## src/rtl/dequantizer_if.sv

```systemverilog
// dequantizer_if: stream bundle between a sample producer/consumer and the
// dequantizer. One interface carries both the input beat channel and the
// widened output beat channel so a single instance wires the whole block.
//   shift_i/data_i/valid_i/last_i : input beat (producer -> dequantizer)
//   ready_o                       : dequantizer can take an input beat
//   data_o/valid_o/last_o/sat_o   : output beat (dequantizer -> consumer)
//   ready_i                       : consumer takes the output beat
//   sat_cnt_o                     : clamped-beat count of current/last frame
// Modports: slave = the dequantizer, master = the environment driving it.
interface dequantizer_if #(
    parameter int I_BW     = 8,
    parameter int O_BW     = 32,
    parameter int SHIFT_BW = $clog2(O_BW),
    parameter int CNT_BW   = 16
);
    logic [SHIFT_BW-1:0] shift_i;
    logic [I_BW-1:0]     data_i;
    logic                valid_i;
    logic                last_i;
    logic                ready_o;
    logic [O_BW-1:0]     data_o;
    logic                valid_o;
    logic                last_o;
    logic                ready_i;
    logic                sat_o;
    logic [CNT_BW-1:0]   sat_cnt_o;

    modport slave (
        input  shift_i, data_i, valid_i, last_i, ready_i,
        output ready_o, data_o, valid_o, last_o, sat_o, sat_cnt_o
    );

    modport master (
        output shift_i, data_i, valid_i, last_i, ready_i,
        input  ready_o, data_o, valid_o, last_o, sat_o, sat_cnt_o
    );
endinterface

```

## src/rtl/dequantizer.sv

```systemverilog
// dequantizer: widens signed I_BW-bit activations to O_BW-bit accumulator
// values. Each beat is sign-extended, arithmetically shifted left by a
// per-frame amount, then saturated to O_BW. Two-stage valid/ready pipeline
// (S1 = shift, S2 = saturate/output regs) with full backpressure.
// Ports:
//   clk_i    : clock
//   rst_n_i  : asynchronous active-low reset; drops beats in flight
//   bus      : dequantizer_if.slave (input beat channel, output beat channel,
//              per-frame saturation count sat_cnt_o)
module dequantizer #(
    parameter int I_BW     = 8,
    parameter int O_BW     = 32,
    parameter int SHIFT_BW = $clog2(O_BW),
    parameter int CNT_BW   = 16
) (
    input  logic           clk_i,
    input  logic           rst_n_i,
    dequantizer_if.slave   bus
);
    // Wide enough that the largest shift of any input never overflows.
    localparam int WIDE_BW = I_BW + (1 << SHIFT_BW) - 1;

    localparam logic signed [WIDE_BW-1:0] WIDE_MAX = {{(WIDE_BW-O_BW+1){1'b0}}, {(O_BW-1){1'b1}}};
    localparam logic signed [WIDE_BW-1:0] WIDE_MIN = {{(WIDE_BW-O_BW+1){1'b1}}, {(O_BW-1){1'b0}}};
    localparam logic [O_BW-1:0] OUT_MAX = {1'b0, {(O_BW-1){1'b1}}};
    localparam logic [O_BW-1:0] OUT_MIN = {1'b1, {(O_BW-1){1'b0}}};

    logic                      frame_start;
    logic [SHIFT_BW-1:0]       shift_q;
    logic [SHIFT_BW-1:0]       shift_eff;
    logic signed [WIDE_BW-1:0] wide_in;

    logic                      s1_valid;
    logic                      s1_last;
    logic signed [WIDE_BW-1:0] s1_wide;

    logic                      s2_valid;
    logic [O_BW-1:0]           s2_data;
    logic                      s2_last;
    logic                      s2_sat;

    logic                      s1_adv;
    logic                      s2_adv;
    logic                      in_ready;
    logic                      in_xfer;
    logic                      out_xfer;

    logic [O_BW-1:0]           sat_data;
    logic                      sat_flag;

    logic [CNT_BW-1:0]         sat_cnt;
    logic                      cnt_restart;

    assign s2_adv   = !s2_valid || bus.ready_i;
    assign s1_adv   = s1_valid && s2_adv;
    assign in_ready = !s1_valid || s1_adv;
    assign in_xfer  = bus.valid_i && in_ready;
    assign out_xfer = s2_valid && bus.ready_i;

    // The first beat of a frame uses the live shift_i (it is latched on that
    // same transfer); later beats use the latched copy.
    assign shift_eff = frame_start ? bus.shift_i : shift_q;
    assign wide_in   = {{(WIDE_BW-I_BW){bus.data_i[I_BW-1]}}, bus.data_i} <<< shift_eff;

    always_comb begin
        sat_data = s1_wide[O_BW-1:0];
        sat_flag = 1'b0;
        if (s1_wide > WIDE_MAX) begin
            sat_data = OUT_MAX;
            sat_flag = 1'b1;
        end else if (s1_wide < WIDE_MIN) begin
            sat_data = OUT_MIN;
            sat_flag = 1'b1;
        end
    end

    always_ff @(posedge clk_i or negedge rst_n_i) begin
        if (!rst_n_i) begin
            frame_start <= 1'b1;
            shift_q     <= '0;
        end else if (in_xfer) begin
            if (frame_start) shift_q <= bus.shift_i;
            frame_start <= bus.last_i;
        end
    end

    always_ff @(posedge clk_i or negedge rst_n_i) begin
        if (!rst_n_i) begin
            s1_valid <= 1'b0;
            s1_last  <= 1'b0;
            s1_wide  <= '0;
        end else if (in_ready) begin
            s1_valid <= bus.valid_i;
            if (in_xfer) begin
                s1_wide <= wide_in;
                s1_last <= bus.last_i;
            end
        end
    end

    always_ff @(posedge clk_i or negedge rst_n_i) begin
        if (!rst_n_i) begin
            s2_valid <= 1'b0;
            s2_data  <= '0;
            s2_last  <= 1'b0;
            s2_sat   <= 1'b0;
        end else if (s2_adv) begin
            s2_valid <= s1_valid;
            if (s1_valid) begin
                s2_data <= sat_data;
                s2_last <= s1_last;
                s2_sat  <= sat_flag;
            end
        end
    end

    // cnt_restart marks that the next output transfer opens a new frame, so
    // the count holds the previous frame's total until then.
    always_ff @(posedge clk_i or negedge rst_n_i) begin
        if (!rst_n_i) begin
            sat_cnt     <= '0;
            cnt_restart <= 1'b1;
        end else if (out_xfer) begin
            cnt_restart <= s2_last;
            if (cnt_restart)
                sat_cnt <= {{(CNT_BW-1){1'b0}}, s2_sat};
            else if (s2_sat && (sat_cnt != {CNT_BW{1'b1}}))
                sat_cnt <= sat_cnt + CNT_BW'(1);
        end
    end

    assign bus.ready_o   = in_ready;
    assign bus.valid_o   = s2_valid;
    assign bus.data_o    = s2_data;
    assign bus.last_o    = s2_last;
    assign bus.sat_o     = s2_sat;
    assign bus.sat_cnt_o = sat_cnt;
endmodule

```

## src/flat_wrapper.sv

```systemverilog
// flat-port wrapper written by rule: the top's interface ports become plain ports
module dequantizer_flat 
#(
    parameter int I_BW     = 8,
    parameter int O_BW     = 32,
    parameter int SHIFT_BW = $clog2(O_BW),
    parameter int CNT_BW   = 16
)
  (clk_i, rst_n_i, bus_shift_i, bus_data_i, bus_valid_i, bus_last_i, bus_ready_i, bus_ready_o, bus_data_o, bus_valid_o, bus_last_o, bus_sat_o, bus_sat_cnt_o);
  dequantizer_if #(.I_BW(I_BW), .O_BW(O_BW), .SHIFT_BW(SHIFT_BW), .CNT_BW(CNT_BW)) bus_i ();
  input  logic clk_i;
  input  logic rst_n_i;
  input wire logic [$bits(bus_i.shift_i)-1:0] bus_shift_i;
  input wire logic [$bits(bus_i.data_i)-1:0] bus_data_i;
  input wire logic [$bits(bus_i.valid_i)-1:0] bus_valid_i;
  input wire logic [$bits(bus_i.last_i)-1:0] bus_last_i;
  input wire logic [$bits(bus_i.ready_i)-1:0] bus_ready_i;
  output wire logic [$bits(bus_i.ready_o)-1:0] bus_ready_o;
  output wire logic [$bits(bus_i.data_o)-1:0] bus_data_o;
  output wire logic [$bits(bus_i.valid_o)-1:0] bus_valid_o;
  output wire logic [$bits(bus_i.last_o)-1:0] bus_last_o;
  output wire logic [$bits(bus_i.sat_o)-1:0] bus_sat_o;
  output wire logic [$bits(bus_i.sat_cnt_o)-1:0] bus_sat_cnt_o;
  assign bus_i.shift_i = bus_shift_i;
  assign bus_i.data_i = bus_data_i;
  assign bus_i.valid_i = bus_valid_i;
  assign bus_i.last_i = bus_last_i;
  assign bus_i.ready_i = bus_ready_i;
  assign bus_ready_o = bus_i.ready_o;
  assign bus_data_o = bus_i.data_o;
  assign bus_valid_o = bus_i.valid_o;
  assign bus_last_o = bus_i.last_o;
  assign bus_sat_o = bus_i.sat_o;
  assign bus_sat_cnt_o = bus_i.sat_cnt_o;
  dequantizer #(.I_BW(I_BW), .O_BW(O_BW), .SHIFT_BW(SHIFT_BW), .CNT_BW(CNT_BW)) u_core (.clk_i(clk_i), .rst_n_i(rst_n_i), .bus(bus_i));
endmodule
```

## config.mk

```make
export PLATFORM = sky130hd
export DESIGN_NAME = dequantizer_flat
export DESIGN_NICKNAME = d
export VERILOG_FILES = /design/src/rtl/dequantizer_if.sv /design/src/rtl/dequantizer.sv /design/src/flat_wrapper.sv
export SDC_FILE = /design/constraint.sdc
export NUM_CORES = 1
export LEC_CHECK = 0
export CAP_MARGIN = 20
export CELL_PAD_IN_SITES_DETAIL_PLACEMENT = 0
export CELL_PAD_IN_SITES_GLOBAL_PLACEMENT = 1
export CORE_MARGIN = 5
export CORE_UTILIZATION = 42
export DETAILED_ROUTE_END_ITERATION = 10
export PLACE_DENSITY_LB_ADDON = 0.3
export SLEW_MARGIN = 15
export SYNTH_ARGS = -nofsm -noshare
export SYNTH_HDL_FRONTEND = slang
export SYNTH_SLANG_ARGS = --single-unit
```

## constraint.sdc

```tcl
create_clock -name clk_i -period 2.6 [get_ports clk_i]
set_input_delay 0.39 -clock clk_i [delete_from_list [all_inputs] [get_ports clk_i]]
set_output_delay 0.39 -clock clk_i [all_outputs]
set_load 0.02 [all_outputs]
```

==> results.sh <==
export IMPL_worstMarginPinSlew_ns=0.642
export IMPL_fp_dieH_um=117
export IMPL_fin_setup_tns_ns=0
export IMPL_path_class="register to register"
export IMPL_max_stage_delay_ns=0.71
export IMPL_antenna_cells=0
export IMPL_route_vias_total=4069
export IMPL_numCtsBuffers=9
export IMPL_total_leakage_power_nw=2.63
export IMPL_ant_nets=0
export IMPL_wl_per_cell_um=17.7
export IMPL_clkSinkCount=99
export IMPL_post_cts_buffers=0
export IMPL_ctsResizeCount=0
export IMPL_start_util=0.426
export IMPL_yosysSeqAreaShare=0.512
export IMPL_fin_crit_ns=2.41
export IMPL_hold_viol=0
export IMPL_cts_buffer_depth=2
export IMPL_core_sq_um=11400
export IMPL_synth_edf_count=0
export IMPL_grt_ovfl_total=0
export IMPL_ir_worst_vdd_mv=0.381
export IMPL_cp_end_kind="register"
export IMPL_final_area_sq_um=6090
export IMPL_relSlewSlack=0.560
export IMPL_drive_gt1_frac=0.114
export IMPL_yosys_register_bits=99
export IMPL_placed_cell_area_sq_um=5790
export IMPL_dieArea_sq_um=13800
export IMPL_syn_avg_cell_area_sq_um=9.54
export IMPL_firstDrtPassIters=5
export IMPL_final_cell_mix="97 x dfrtp_1, 82 x nand2_1, 68 x o21ai_0, 68 x clkdlybuf4s50_1, 60 x nor2_1"
export IMPL_grt_max_degree=46
export IMPL_path_clk_slew_ns=0.07
export IMPL_place_congestion=0.930
export IMPL_postSynthCellCount=508
export IMPL_holdBufCountCts=0
export IMPL_drt_iter0_drc=442
export IMPL_layout_commonest_cell="dfrtp_1"
export IMPL_crit_required_ns=2.85
export IMPL_synth_distinct_cells=59
export IMPL_status="finished, final reports clean"
export IMPL_nets=603
export IMPL_pin_count=70
export IMPL_power_density_nw_per_um2=865
export IMPL_cp_start_kind="register"
export IMPL_drc=0
export IMPL_worst_ep_arrival_time_ns=2.66
export IMPL_syn_nets=527
export IMPL_tritoncts="built"
export IMPL_async_flop_share=1.00
export IMPL_setup_viol=0
export IMPL_cts_root_buf="clkbuf_16"
export IMPL_ys_warn_count=0
export IMPL_rows=39
export IMPL_worst_path_max_delay_cell="dfstp_2"
export IMPL_cp_max_fo=11
export IMPL_cts_htree_levels=3
export IMPL_antenna_found_initial=0
export IMPL_detailed_place_hpwl_mm=9.70
export IMPL_syn_area_sq_um=4850
export IMPL_maxCapViolations=0
export IMPL_avgViaCountPerCell=5.56
export IMPL_clock_fmax_mhz=415
export IMPL_die_x_um=117
export IMPL_crit_chain="buf_4, buf_4, mux2i_4, nand2_1, nor3_1, inv_1, o221ai_1"
export IMPL_fin_crit_sh=0.927
export IMPL_rsz0062_at_grt="no"
export IMPL_hold_class="primary input to asynchronous set/reset pin"
export IMPL_grt_pass1_wl_mm=21.6
export IMPL_first_global_vias=4059
export IMPL_wl_mm=13.0
export IMPL_synthFlopType="dfrtp_1"
export IMPL_area_delta_synth_final_pct=25.7
export IMPL_grt_use_total=0.190
export IMPL_cp_common_cell="buf_4"
export IMPL_io_buffer_count=69
export IMPL_worstSkewPairLatency_ns=0.34
export IMPL_fin_skew_ns=0.00603
export IMPL_final_max_slew_viol_count=0
-- path summary, 6_finish.rpt --
| kind | start | cells past startpoint | endpoint | slack (ns) |
|---|---|---|---|---|
| max in group asynchronous | rst_n_i | 2 | u_core.s1_wide[33] | 1.88 |
| worst max-delay path | u_core.frame_start | 7 | u_core.s1_wide[16] | 0.19 |
| worst min register to register | u_core.bus.data_o[8] | 2 | u_core.bus.data_o[8] | 0.48 |
| worst max register to register | u_core.frame_start | 7 | u_core.s1_wide[16] | 0.19 |
| worst min-delay path | rst_n_i | 1 | u_core.bus.sat_cnt_o[3] | 0.004 |
| min in group clk_i | u_core.bus.data_o[8] | 2 | u_core.bus.data_o[8] | 0.48 |
-- layer usage --
layer	vias to the layer above	global-route usage	wire (um)
li1	1956	-	-
met1	1973	0.272	6160
met2	123	0.289	5810
met3	17	0.0318	737
met4	0	0.0718	262
met5	-	0	0
-- cell usage after synthesis (2+ instances only) --
cell       count  area (sq um)
o21a_1         2          15.0
dfrtp_1       97          2430
mux2i_1       21           210
o211ai_1      11          82.6
nor2_1        60           225
nand2b_1       4          25.0
or3_1          4          25.0
nand3b_1       4          30.0
a2bb2oi_1      3          26.3
dfstp_2        2          52.6
a21oi_1       20           100
o221ai_1       2          17.5
a211oi_1       2          15.0
o221a_2        2          22.5
nand4_1        4          25.0
buf_2          4          20.0
a22oi_1        2          15.0
o21ai_0       68           340
clkbuf_1      21          78.8
xor2_1         6          52.6
mux2i_4        2          45.0
nand2_1       82           308
a221oi_1       2          17.5
o21ai_1        4          20.0
inv_1          5          18.8
and2_1         4          25.0
mux2_2         8          90.1
nand3_1       16          80.1
o22ai_1        2          12.5
and3_1         3          18.8
mux4_2         2          45.0
a31oi_1        2          12.5
a22o_1         6          52.6
nor3_1         6          30.0
-- critical path: cells and delay by family, from the launching register on --
kind                   cells  cell delay, ns
DFF                        1            0.71
and+or+nand+nor            2            0.60
buffers and inverters      3            0.41
muxes                      1            0.41
AOI/OAI and AO/OA          1            0.18
-- state kept, by name, summed over array words and instances, names as in the netlist --
| name | count |
|---|---|
| u_core.bus.last_o | 1 |
| u_core.bus.sat_o | 1 |
| u_core.s1_valid | 1 |
| u_core.s1_last | 1 |
| u_core.bus.data_o | 32 |
| u_core.shift_q | 5 |
| u_core.cnt_restart | 1 |
| u_core.frame_start | 1 |
| u_core.bus.valid_o | 1 |
| u_core.bus.sat_cnt_o | 16 |
| u_core.s1_wide | 39 |
-- logic make-up after synthesis --
group | count (synthesis) | share of synthesized area
simple gates | 194 | 0.177
compound gates | 140 | 0.182
flops | 99 | 0.512
mux | 35 | 0.0865
buf+inv | 33 | 0.0292
xor+xnor | 6 | 0.0108
fa+ha+maj | 1 | 0.00258
-- power breakdown --
group          internal (mW)  switching [mW]
logic                  0.761           0.984
clock network          0.776           0.584
registers               1.90           0.263
-- metrics by stage --
| step | util | total power [mW] | setup slack, ns | cells | hold slack, ns |
|---|---|---|---|---|---|
| floorplan | - | 3.15 | 0.475 | 508 | 0.0944 |
| global placement | 0.509 | 3.91 | 0.153 | 716 | 0.380 |
| detailed placement | 0.509 | 3.95 | 0.153 | 716 | 0.384 |
| CTS | 0.536 | 5.31 | 0.215 | 732 | 0.0244 |
| global route | 0.536 | 5.57 | 0.0183 | 732 | 0.0431 |
| finish | 0.536 | 5.27 | 0.189 | 732 | 0.00414 |
-- area by class of cell --
cell class,instances,area [sq um]
repair buffers,93,881
fillers,1057,5280
multi-input cells,376,2230
well taps,143,179
inverters,5,18.8
flip-flops and latches,99,2480
clock buffers,11,243
clock inverters,5,62.6
No activity file was read; power rests on OpenSTA's default activity.
